==> src/rtl/apb_pkg.sv <==
// Shared definitions for the APB timer slave.
// Register byte offsets and CTRL bit positions.
package apb_pkg;

  localparam logic [4:0] CTRL_OFS     = 5'h00;
  localparam logic [4:0] LOAD_OFS     = 5'h04;
  localparam logic [4:0] COUNT_OFS    = 5'h08;
  localparam logic [4:0] STATUS_OFS   = 5'h0C;
  localparam logic [4:0] PRESCALE_OFS = 5'h10;

  localparam int unsigned EN_BIT = 0;
  localparam int unsigned AR_BIT = 1;
  localparam int unsigned IE_BIT = 2;

endpackage

==> src/rtl/apb_prescaler.sv <==
// Prescaler for the APB timer.
// Emits one tick every prescale_i+1 enabled cycles.
module apb_prescaler (
  input  logic       clk_i,
  input  logic       rst_i,
  input  logic       en_i,
  input  logic       clr_i,
  input  logic [7:0] prescale_i,
  output logic       tick_o
);

  logic [7:0] pre_cnt_q;
  logic [7:0] pre_cnt_d;

  assign tick_o = en_i & (pre_cnt_q == prescale_i);

  // A prescale value lowered below pre_cnt lets the counter wrap through 8'hFF.
  always_comb begin
    pre_cnt_d = pre_cnt_q;
    if (clr_i) begin
      pre_cnt_d = 8'h00;
    end else if (tick_o) begin
      pre_cnt_d = 8'h00;
    end else if (en_i) begin
      pre_cnt_d = pre_cnt_q + 8'h01;
    end else begin
      pre_cnt_d = pre_cnt_q;
    end
  end

  always_ff @(posedge clk_i or posedge rst_i) begin
    if (rst_i) begin
      pre_cnt_q <= 8'h00;
    end else begin
      pre_cnt_q <= pre_cnt_d;
    end
  end

endmodule

==> src/rtl/apb_timer_slave.sv <==
// APB down-counter timer with prescaler, auto-reload and level interrupt.
// Zero-wait-state slave selected by one bit of the bridge PSEL bus.
module apb_timer_slave
  import apb_pkg::*;
#(
  parameter int SEL_IDX = 0,
  parameter int CNT_W   = 32
) (
  input  logic        HCLK,
  input  logic        HRESET,
  input  logic [2:0]  PSEL,
  input  logic        PENABLE,
  input  logic        PWRITE,
  input  logic [31:0] PADDR,
  input  logic [31:0] PWDATA,
  output logic [31:0] PRDATA,
  output logic        IRQ
);

  localparam logic [CNT_W-1:0] CNT_ONE = CNT_W'(1);

  logic             en_q, en_d;
  logic             ar_q, ar_d;
  logic             ie_q, ie_d;
  logic             expired_q, expired_d;
  logic [7:0]       prescale_q, prescale_d;
  logic [CNT_W-1:0] load_q, load_d;
  logic [CNT_W-1:0] count_q, count_d;

  logic       sel_s;
  logic       wr_s;
  logic [4:0] ofs_s;
  logic       wr_ctrl_s;
  logic       start_s;
  logic       tick_s;
  logic       expire_s;
  logic       unused_s;

  assign sel_s     = PSEL[SEL_IDX];
  assign wr_s      = sel_s & PENABLE & PWRITE;
  assign ofs_s     = {PADDR[4:2], 2'b00};
  assign wr_ctrl_s = wr_s & (ofs_s == CTRL_OFS);
  assign start_s   = wr_ctrl_s & PWDATA[EN_BIT] & ~en_q;
  assign expire_s  = tick_s & (count_q == '0);
  assign unused_s  = ^{PADDR, PWDATA, PSEL};

  apb_prescaler u_prescaler (
    .clk_i      (HCLK),
    .rst_i      (HRESET),
    .en_i       (en_q),
    .clr_i      (start_s),
    .prescale_i (prescale_q),
    .tick_o     (tick_s)
  );

  // Bus writes override hardware EN clear; expiry set overrides W1C.
  always_comb begin
    en_d       = en_q;
    ar_d       = ar_q;
    ie_d       = ie_q;
    expired_d  = expired_q;
    prescale_d = prescale_q;
    load_d     = load_q;
    count_d    = count_q;

    if (start_s) begin
      count_d = load_q;
    end else if (tick_s) begin
      if (count_q != '0) begin
        count_d = count_q - CNT_ONE;
      end else if (ar_q) begin
        count_d = load_q;
      end else begin
        count_d = count_q;
        en_d    = 1'b0;
      end
    end else begin
      count_d = count_q;
    end

    if (wr_ctrl_s) begin
      en_d = PWDATA[EN_BIT];
      ar_d = PWDATA[AR_BIT];
      ie_d = PWDATA[IE_BIT];
    end else begin
      ar_d = ar_q;
    end

    if (wr_s && (ofs_s == LOAD_OFS)) begin
      load_d = PWDATA[CNT_W-1:0];
    end else begin
      load_d = load_q;
    end

    if (wr_s && (ofs_s == PRESCALE_OFS)) begin
      prescale_d = PWDATA[7:0];
    end else begin
      prescale_d = prescale_q;
    end

    if (expire_s) begin
      expired_d = 1'b1;
    end else if (wr_s && (ofs_s == STATUS_OFS) && PWDATA[0]) begin
      expired_d = 1'b0;
    end else begin
      expired_d = expired_q;
    end
  end

  always_ff @(posedge HCLK or posedge HRESET) begin
    if (HRESET) begin
      en_q       <= 1'b0;
      ar_q       <= 1'b0;
      ie_q       <= 1'b0;
      expired_q  <= 1'b0;
      prescale_q <= 8'h00;
      load_q     <= '0;
      count_q    <= '0;
    end else begin
      en_q       <= en_d;
      ar_q       <= ar_d;
      ie_q       <= ie_d;
      expired_q  <= expired_d;
      prescale_q <= prescale_d;
      load_q     <= load_d;
      count_q    <= count_d;
    end
  end

  // Read data is zero unless this slave is addressed for a read, so slaves can be OR-ed.
  always_comb begin
    PRDATA = 32'h0000_0000;
    if (sel_s && !PWRITE) begin
      case (ofs_s)
        CTRL_OFS:     PRDATA = {29'h0, ie_q, ar_q, en_q};
        LOAD_OFS:     PRDATA = 32'(load_q);
        COUNT_OFS:    PRDATA = 32'(count_q);
        STATUS_OFS:   PRDATA = {31'h0, expired_q};
        PRESCALE_OFS: PRDATA = {24'h0, prescale_q};
        default:      PRDATA = 32'h0000_0000;
      endcase
    end else begin
      PRDATA = 32'h0000_0000;
    end
  end

  assign IRQ = expired_q & ie_q;

endmodule

==> config.mk <==
export PLATFORM = sky130hd
export DESIGN_NAME = apb_timer_slave
export DESIGN_NICKNAME = d
export VERILOG_FILES = /design/src/rtl/apb_pkg.sv /design/src/rtl/apb_prescaler.sv /design/src/rtl/apb_timer_slave.sv
export SDC_FILE = /design/constraint.sdc
export NUM_CORES = 1
export LEC_CHECK = 0
export ABC_AREA = 1
export CORE_MARGIN = 2
export CORE_UTILIZATION = 57
export DETAILED_ROUTE_END_ITERATION = 16
export HOLD_SLACK_MARGIN = 0.03
export PLACE_DENSITY = 0.94
export SLEW_MARGIN = 40
export SYNTH_ARGS = -nofsm -noshare
export SYNTH_HDL_FRONTEND = slang
export SYNTH_SLANG_ARGS = --single-unit
==> constraint.sdc <==
create_clock -name HCLK -period 6.8 [get_ports HCLK]
set_clock_uncertainty 0.1 [all_clocks]
set_input_delay 1.02 -clock HCLK [delete_from_list [all_inputs] [get_ports HCLK]]
set_output_delay 1.02 -clock HCLK [all_outputs]
set_load 0.01 [all_outputs]
==> results of run 1 <==
-- worst max-delay path, stage by stage --
cell and delay [ns]:
clkdlybuf4s50_1 0.49, inv_1 0.05, nor2_1 0.31, clkinv_2 0.48, a21oi_1 0.38, clkdlybuf4s50_1 0.59
-- cell type report --
cell class / instances / area (um^2) / area share, %
clock buffers: 12 / 155.1 / 2.455
clock inverters: 4 / 47.55 / 0.7525
inverters: 100 / 380.4 / 6.020
multi-input cells: 606 / 2738 / 43.33
flip-flops and latches: 84 / 2102 / 33.27
well taps: 111 / 138.9 / 2.198
repair buffers: 76 / 757.0 / 11.98
-- report_power, final --
group	switching [uW]	leakage (uW)	total, uW	internal (uW)
sequential	192	0.000966	846	654
combinational	392	0.00196	642	250
clock	180	0.000102	369	189
total	764	0.00302	1860	1090
-- logic make-up after synthesis --
family                     share of synthesized area (%)
buffers and inverters                              9.879
and+or+nand+nor                                    38.04
adders and majority gates                         0.7007
DFF                                                39.23
xor gates and xnor gates                           2.125
muxes                                             0.2102
AOI/OAI and AO/OA                                  9.809
-- per-layer routing --
layer | routed length [um] | vias up | global-route usage, %
li1 | - | 2691 | -
met1 | 6229 | 2482 | 41.18
met2 | 6257 | 237 | 44.56
met3 | 1061 | 25 | 5.340
met4 | 291 | 0 | 11.23
met5 | 0 | - | 0
-- sequential cells by signal, indices dropped and copies added (netlist names) --
| signal | count |
|---|---|
| count_q | 32 |
| load_q | 32 |
| prescale_q | 8 |
| u_prescaler.pre_cnt_q | 8 |
| ar_q | 1 |
| en_q | 1 |
| expired_q | 1 |
| ie_q | 1 |
-- path summary, 6_finish.rpt --
kind | start | end | cells past startpoint
worst max-delay path | PSEL[0] | PRDATA[9] | 6
min in group asynchronous | HRESET | load_q[0] | 3
worst min register to register | count_q[1] | count_q[1] | 2
max in group asynchronous | HRESET | count_q[14] | 3
worst max register to register | count_q[0] | count_q[14] | 12
worst min-delay path | count_q[1] | count_q[1] | 2
-- synth_stat cells (all sizes together) --
library cell | instances | share of area, %
o211ai | 1 | 0.14
nand4 | 12 | 1.4
buf | 13 | 1.8
inv | 98 | 6.9
nor3 | 2 | 0.28
clkbuf | 14 | 0.98
nand3 | 73 | 6.8
xnor2 | 3 | 0.49
o31ai | 1 | 0.14
ha | 3 | 0.70
a21oi | 51 | 4.8
nand2 | 291 | 21
nor2 | 109 | 8.2
xor2 | 10 | 1.6
clkinv | 2 | 0.14
and3 | 1 | 0.12
a221oi | 2 | 0.33
mux2 | 1 | 0.21
o21ai | 37 | 3.5
dfrtp | 84 | 39
o221ai | 3 | 0.49
a31oi | 1 | 0.12
nand3b | 2 | 0.28
o21bai | 1 | 0.14
o22ai | 2 | 0.23
-- per-stage QoR --
step	setup slack, ns	area [um^2]	utilization [%]
after floorplan	3.515	5358	-
after global placement	1.953	6106	66.39
after detailed placement	2.077	6111	66.45
after CTS	2.075	6314	68.65
after global routing	2.201	6319	68.71
final	2.344	6319	68.71
==> summary.txt, run 1 <==
Cells and area
  • Commonest non-fill, non-tap cell in the layout: nand2_1
  • Final nets: 951
  • Finished Layout Cells: 993
  • Most frequent cells in the layout: nand2_1 (283), nor2_1 (101), inv_1 (94)
  • Layout area overhead: 17.94%
  • N_diodes: 0
  • Number of fill cells: 791
  • Proportion of layout cells with a drive suffix above 1: 4.875%

Floorplan
  • Std cell rows: 35
  • Die width: 101.0 um
  • Core footprint: 0.009196 mm^2
  • Starting Density: 58.26%
  • Die H: 101.0 um
  • I/O pins: 104
  • Die ar.: 0.01019 mm^2

GRT
  • Largest net degree at the start of global routing: 85
  • Global-route wire length before repair: 23560 um
  • Vias in the first global route: 4985
  • Global route total overflow: 0
  • Antenna violations before repair: 0
  • GRT Overall Usage: 29.10%

Routing
  • Routed vias: 5435
  • Total wire length: 13840 um
  • Number of remaining DRC errors: 0
  • Final ANT Viol Nets: 0
  • Initial DRC Count: 433
  • Vias per inst: 5.473
  • Wire per inst: 13.94 um
  • Router iterations before antenna repair: 6

Status
  • Status: finished clean

Place
  • GP Congestion: 0.9195
  • DP Cell Count: 977
  • Dpl hpwl: 9810 um
  • # port buffers: 72

STA
  • Final-report hold violation count: 0
  • Unrepaired setup endpoints after global routing: false
  • Worst slew pin tran: 0.6676 ns
  • Min Hold Slack: 0.3927 ns
  • Fin crit share: 65.53%
  • Final setup vio count: 0
  • Fin. max-slew vios: 0
  • Setup_tns: 0 ns
  • Highest clock rate: 224.4 MHz
  • Fin crit period: 4.456 ns
  • Slew HR: 55.49%

Synthesis
  • Synth unique cells: 34
  • Post-synthesis sequential area ratio: 39.23%
  • Yosys reg bits: 84
  • Syn_nets: 891
  • Syn Inst Count: 817
  • Post-Syn Area: 0.005358 mm^2
  • Synth warn: 0
  • Syn Area/Cell: 6.558 um^2

Critical path
  • Worst Path Required: 5.68 ns
  • Critical setup path kind: input pin to output pin
  • Setup crit start kind: input pin
  • CP Capture Type: output pin
  • CP Max Fanout: 27
  • WP data arrival: 3.34 ns
  • Internal reg-to-reg setup slack: 4.46 ns

Job
  • Max_cap viols: 0

CTS
  • CTS Buf Count: 9
  • CTS resizes: 0
  • Clock latency on the worst-skew pair: 0.36 ns
  • CTS tree: built
  • Clk Tree Root Cell: clkbuf_8
  • H-Tree Depth: 3
  • Clock transition at path regs: 0.08 ns
  • Num Clock Sinks: 84
  • Max Buffers Root-to-Sink: 2
  • Hold_buf cts: 0
  • Postcts setup bufs: 0

Power
  • Peak VDD IR: 0.1325 mV
  • Leak: 0.003024 uW
  • Power Density: 293.8 mW/mm^2
  • Pwr Total: 1856 uW

Min path
  • Hold Crit Class: register to register
(Power assumes the default switching activity.)
==> run 2: changes to the inputs <==
--- a/config.mk
+++ b/config.mk
@@ -7,10 +7,10 @@
 export LEC_CHECK = 0
 export ABC_AREA = 1
 export CORE_MARGIN = 2
-export CORE_UTILIZATION = 57
+export CORE_UTILIZATION = 48
 export DETAILED_ROUTE_END_ITERATION = 16
 export HOLD_SLACK_MARGIN = 0.03
-export PLACE_DENSITY = 0.94
+export PLACE_DENSITY = 0.85
 export SLEW_MARGIN = 40
 export SYNTH_ARGS = -nofsm -noshare
 export SYNTH_HDL_FRONTEND = slang
==> constraint.sdc (replaced) <==
create_clock -name HCLK -period 3.7 [get_ports HCLK]
set_clock_uncertainty 0.1 [all_clocks]
set_input_delay 0.555 -clock HCLK [delete_from_list [all_inputs] [get_ports HCLK]]
set_output_delay 0.555 -clock HCLK [all_outputs]
set_load 0.01 [all_outputs]
==> summary.txt, run 2 (synthesis results as in run 1) <==
STA
  • Final-report hold violation count: 0
  • Setup_tns: 0 ns
  • Fin crit period: 3.246 ns
  • Final setup vio count: 0
  • Highest clock rate: 308.1 MHz
  • Worst slew pin tran: 0.5347 ns
  • Slew HR: 64.31%
  • Fin crit share: 87.73%
  • Fin. max-slew vios: 0
  • Unrepaired setup endpoints after global routing: false

Cells and area
  • Number of fill cells: 1024
  • Most frequent cells in the layout: nand2_1 (283), nor2_1 (102), inv_1 (94)
  • Final nets: 959
  • Biggest regs: count_q: 32 flops, load_q: 32 flops
  • Commonest non-fill, non-tap cell in the layout: nand2_1
  • Final instance area: 0.006435 mm^2
  • Layout area overhead: 20.11%
  • N_diodes: 0
  • Proportion of layout cells with a drive suffix above 1: 5.506%

Routing
  • Number of remaining DRC errors: 0
  • Router iterations before antenna repair: 5
  • Routed vias: 5455
  • Final ANT Viol Nets: 0
  • Initial DRC Count: 442
  • Total wire length: 14180 um
  • Wire per inst: 13.77 um
  • Vias per inst: 5.296

Place
  • GP Congestion: 0.9683
  • # port buffers: 72
  • Area after DPL: 0.006215 mm^2
  • Dpl hpwl: 10050 um

Critical path
  • CP Max Fanout: 7
  • Crit-path cells: clkdlybuf4s50_1 -> nor2_2 -> nand2_1 -> inv_1 -> a221oi_1 -> nor2_1 -> clkdlybuf4s50_1
  • WP data arrival: 2.59 ns
  • Crit path buffers/inverters: 3
  • CP max stage delay: 0.59 ns
  • Critical setup path kind: input pin to output pin
  • Slowest cell on crit path: clkdlybuf4s50_1
  • Worst Path Required: 3.04 ns
  • CP dominant cell by count: clkdlybuf4s50_1
  • CP delay by family, top: buffers and inverters
  • Setup crit start kind: input pin
  • CP Capture Type: output pin

CTS
  • Max Buffers Root-to-Sink: 2
  • CTS Buf Count: 9
  • CTS resizes: 0
  • Hold_buf cts: 0
  • Clock latency on the worst-skew pair: 0.37 ns
  • Num Clock Sinks: 84
  • H-Tree Depth: 3
  • CTS tree: built
  • Clk Tree Root Cell: clkbuf_8
  • Clock transition at path regs: 0.08 ns
  • Postcts setup bufs: 0

Floorplan
  • Die ar.: 0.01202 mm^2
  • Starting Density: 49.21%
  • Die H: 109.7 um
  • Die width: 109.7 um
  • Core footprint: 0.01089 mm^2
  • Std cell rows: 38
  • I/O pins: 104

Status
  • Status: finished clean

Power
  • Leak: 0.003065 uW
  • Power Density: 538.9 mW/mm^2
  • Peak VDD IR: 0.2404 mV

Min path
  • Hold Crit Class: register to register

GRT
  • Global route total overflow: 0
  • Antenna violations before repair: 0
  • Vias in the first global route: 4978
  • Global-route wire length before repair: 23760 um
  • Largest net degree at the start of global routing: 36
  • GRT Overall Usage: 25.14%

Job
  • Max_cap viols: 0
## run 2: final cells by class
cell class | instances | area, um^2 | share of cell area, %
clock buffers | 12 | 165.2 | 2.567
clock inverters | 4 | 55.05 | 0.8555
inverters | 100 | 379.1 | 5.892
multi-input cells | 606 | 2735 | 42.50
flip-flops and latches | 84 | 2102 | 32.67
well taps | 140 | 175.2 | 2.722
repair buffers | 84 | 823.3 | 12.79
## run 2: worst paths after layout
kind / startpoint / endpoint / slack, ns / cells after the start
min in group asynchronous: HRESET / load_q[0] / 0.44 / 2
hold reg to reg: count_q[1] / count_q[1] / 0.40 / 2
setup / recovery: PADDR[3] / PRDATA[1] / 0.45 / 7
hold / removal: count_q[1] / count_q[1] / 0.40 / 2
setup reg to reg: count_q[23] / count_q[21] / 1.45 / 11
max in group asynchronous: HRESET / load_q[14] / 2.28 / 3
## run 2: worst register-to-register path: stages (launching register included)
cell     delay, ns
dfrtp_1       0.46
nor2_1        0.19
nand2_1       0.12
nor2_1        0.18
nand2_2       0.09
nor2_4        0.13
nand2_1       0.07
nand2_2       0.07
nand2_4       0.22
inv_4         0.36
nand2_1       0.11
nand2_1       0.09
## run 2: stage by stage
| step | hold WS (ns) | setup slack [ns] | total power [uW] | utilization (%) | cells |
|---|---|---|---|---|---|
| floorplan | 0.3489 | 0.8799 | 2345 | - | 817 |
| global placement | 0.3697 | 0.5080 | 2673 | 57.08 | 1014 |
| detailed placement | 0.3739 | 0.4990 | 2721 | 57.08 | 1014 |
| CTS | 0.3978 | 0.4725 | 3444 | 59.10 | 1030 |
| global route | 0.4246 | 0.3714 | 3721 | 59.10 | 1030 |
| finish | 0.3958 | 0.4539 | 3468 | 59.10 | 1030 |
## run 2: power breakdown
part	switching, uW	internal, uW	leakage, uW
Combinational	722	469	0.00199
Sequential	359	1200	0.000966
Clock	345	371	0.000109
Total	1430	2040	0.00306
## run 2: layer usage
metal	track usage [%]	vias up	wire, um
met3	4.031	39	958
li1	-	2713	-
met2	38.58	223	6285
met1	35.52	2480	6588
met5	0	-	0
met4	10.13	0	349
==> run 3: changes to the inputs <==
--- a/config.mk
+++ b/config.mk
@@ -7,10 +7,11 @@
 export LEC_CHECK = 0
 export ABC_AREA = 1
 export CORE_MARGIN = 2
-export CORE_UTILIZATION = 48
+export CORE_UTILIZATION = 58
 export DETAILED_ROUTE_END_ITERATION = 16
+export DONT_BUFFER_PORTS = 1
 export HOLD_SLACK_MARGIN = 0.03
-export PLACE_DENSITY = 0.85
+export PLACE_DENSITY = 0.82
 export SLEW_MARGIN = 40
 export SYNTH_ARGS = -nofsm -noshare
 export SYNTH_HDL_FRONTEND = slang
==> summary.txt, run 3 (synthesis results as in run 1) <==
Critical path
  • Critical setup path kind: input pin to output pin
  • Setup crit start kind: input pin
  • R2R Path End: count_q[7]
  • WP data arrival: 1.89 ns
  • Worst Path Required: 3.04 ns
  • Reg-to-Reg Start: count_q[19]
  • Slowest cell on crit path: clkinv_1
  • Crit path from: PADDR[2]
  • CP Max Fanout: 14
  • Critical path destination: PRDATA[9]
  • CP Capture Type: output pin
  • CP max stage delay: 0.34 ns
  • Crit-path cells: inv_1 -> nand3_1 -> clkinv_1 -> buf_4 -> nand2_1 -> a21oi_1
  • FF-to-FF path depth: 11
  • Internal reg-to-reg setup slack: 1.37 ns

STA
  • Unrepaired setup endpoints after global routing: false
  • Final setup vio count: 0
  • Fin crit share: 68.78%
  • Fin. max-slew vios: 0
  • Worst slew pin tran: 0.7029 ns
  • Min Hold Slack: 0.2245 ns
  • Setup_tns: 0 ns
  • Fin crit period: 2.545 ns
  • Highest clock rate: 393.0 MHz
  • Slew HR: 52.99%
  • Final-report hold violation count: 0

CTS
  • Clk Tree Root Cell: clkbuf_8
  • Num Clock Sinks: 84
  • Clock latency on the worst-skew pair: 0.36 ns
  • Clock transition at path regs: 0.08 ns
  • Max Buffers Root-to-Sink: 2
  • CTS resizes: 0
  • Hold_buf cts: 1
  • Postcts setup bufs: 0
  • CTS Buf Count: 9
  • H-Tree Depth: 3
  • CTS tree: built

GRT
  • Met3 Use GR: 4.318%
  • Global route total overflow: 0
  • Global-route wire length before repair: 23010 um
  • Largest net degree at the start of global routing: 36
  • Antenna violations before repair: 0
  • Met1 Usage GRT: 43.56%
  • Vias in the first global route: 4722
  • GR Layer Usage met2: 43.97%
  • GRT Overall Usage: 28.99%
  • Top Usage Layer GRT: met2

Routing
  • Number of remaining DRC errors: 0
  • Routed vias: 5171
  • Initial DRC Count: 316
  • Total wire length: 13790 um
  • Wire per inst: 14.89 um
  • Vias per inst: 5.584
  • Final ANT Viol Nets: 0
  • Router iterations before antenna repair: 5

Floorplan
  • Die H: 100.1 um
  • Die width: 100.1 um
  • Std cell rows: 35
  • Die ar.: 0.01002 mm^2
  • I/O pins: 104
  • Starting Density: 58.82%
  • Core footprint: 0.009109 mm^2

Cells and area
  • Biggest regs: count_q: 32 flops, load_q: 32 flops
  • Layout area overhead: 4.437%
  • Most frequent cells in the layout: nand2_1 (283), nor2_1 (102), inv_1 (94)
  • Final nets: 884
  • Commonest non-fill, non-tap cell in the layout: nand2_1
  • N_diodes: 0
  • Final instance area: 0.005595 mm^2
  • Final core occ: 61.43%
  • Number of fill cells: 890
  • Proportion of layout cells with a drive suffix above 1: 5.276%

Power
  • Peak VDD IR: 0.2709 mV
  • Leak: 0.002754 uW
  • Pwr Total: 3256 uW
  • Power Density: 582.0 mW/mm^2

Place
  • Area after DPL: 0.005415 mm^2
  • GP Congestion: 0.9079
  • # port buffers: 0
  • Dpl hpwl: 10340 um

Status
  • Status: finished clean

Min path
  • Hold Crit Class: input pin to register

Job
  • Max_cap viols: 0
==> run 3: changes by cell type in the layout (fill, tap and decap cells not counted), sizes merged <==
cell / before / now
clkdlybuf4s50: 72 / 0
buf: 12 / 8
bufinv: 1 / 0
clkinv: 4 / 5
clkinvlp: 1 / 2
dlygate4sd3: 0 / 1
inv: 98 / 97
==> run 3: where the power goes <==
group,switching (uW),leakage (uW),internal (uW)
Combinational,694,0.00171,407
Sequential,360,0.000966,1200
Clock,333,0.0000824,261
==> run 3: through the flow <==
stage	worst slack, ns	std cells
detailed placement	1.150	909
floorplan	0.8799	817
global placement	1.179	909
global route	1.031	926
CTS	1.153	926
finish	1.155	926
==> run 3: metal layers <==
| metal | wire length [um] | up-vias | share of wire (%) |
|---|---|---|---|
| met1 | 6448 | 2407 | 47 |
| met4 | 157 | 0 | 1.1 |
| met2 | 6146 | 189 | 45 |
| met5 | 0 | - | 0 |
| met3 | 1039 | 13 | 7.5 |
| li1 | - | 2562 | - |
==> run 3: critical path: cells and delay by family <==
family | cells | cell delay [ns]
AO/OA/AOI/OAI | 1 | 0.28
buffers and inverters | 3 | 0.70
AND/OR/NAND/NOR | 2 | 0.34
==> run 3: area by class of cell <==
type	count	area [um^2]	share of cell area (%)
Sequential cell	84	2102	37.57
Clock inverter	4	25.02	0.4472
Multi-Input combinational cell	606	2735	48.88
Tap cell	111	138.9	2.482
Timing Repair Buffer	9	70.07	1.252
Inverter	100	379.1	6.775
Clock buffer	12	145.1	2.594
==> run 3: worst min-delay path by stage <==
stage,startpoint,end,cells after the start
after floorplan,count_q[1],count_q[1],2
after detailed placement,count_q[1],count_q[1],2
after global placement,count_q[1],count_q[1],2
after CTS,PWDATA[1],ar_q,2
after global routing,PWDATA[1],ar_q,2
final,PWDATA[1],ar_q,2
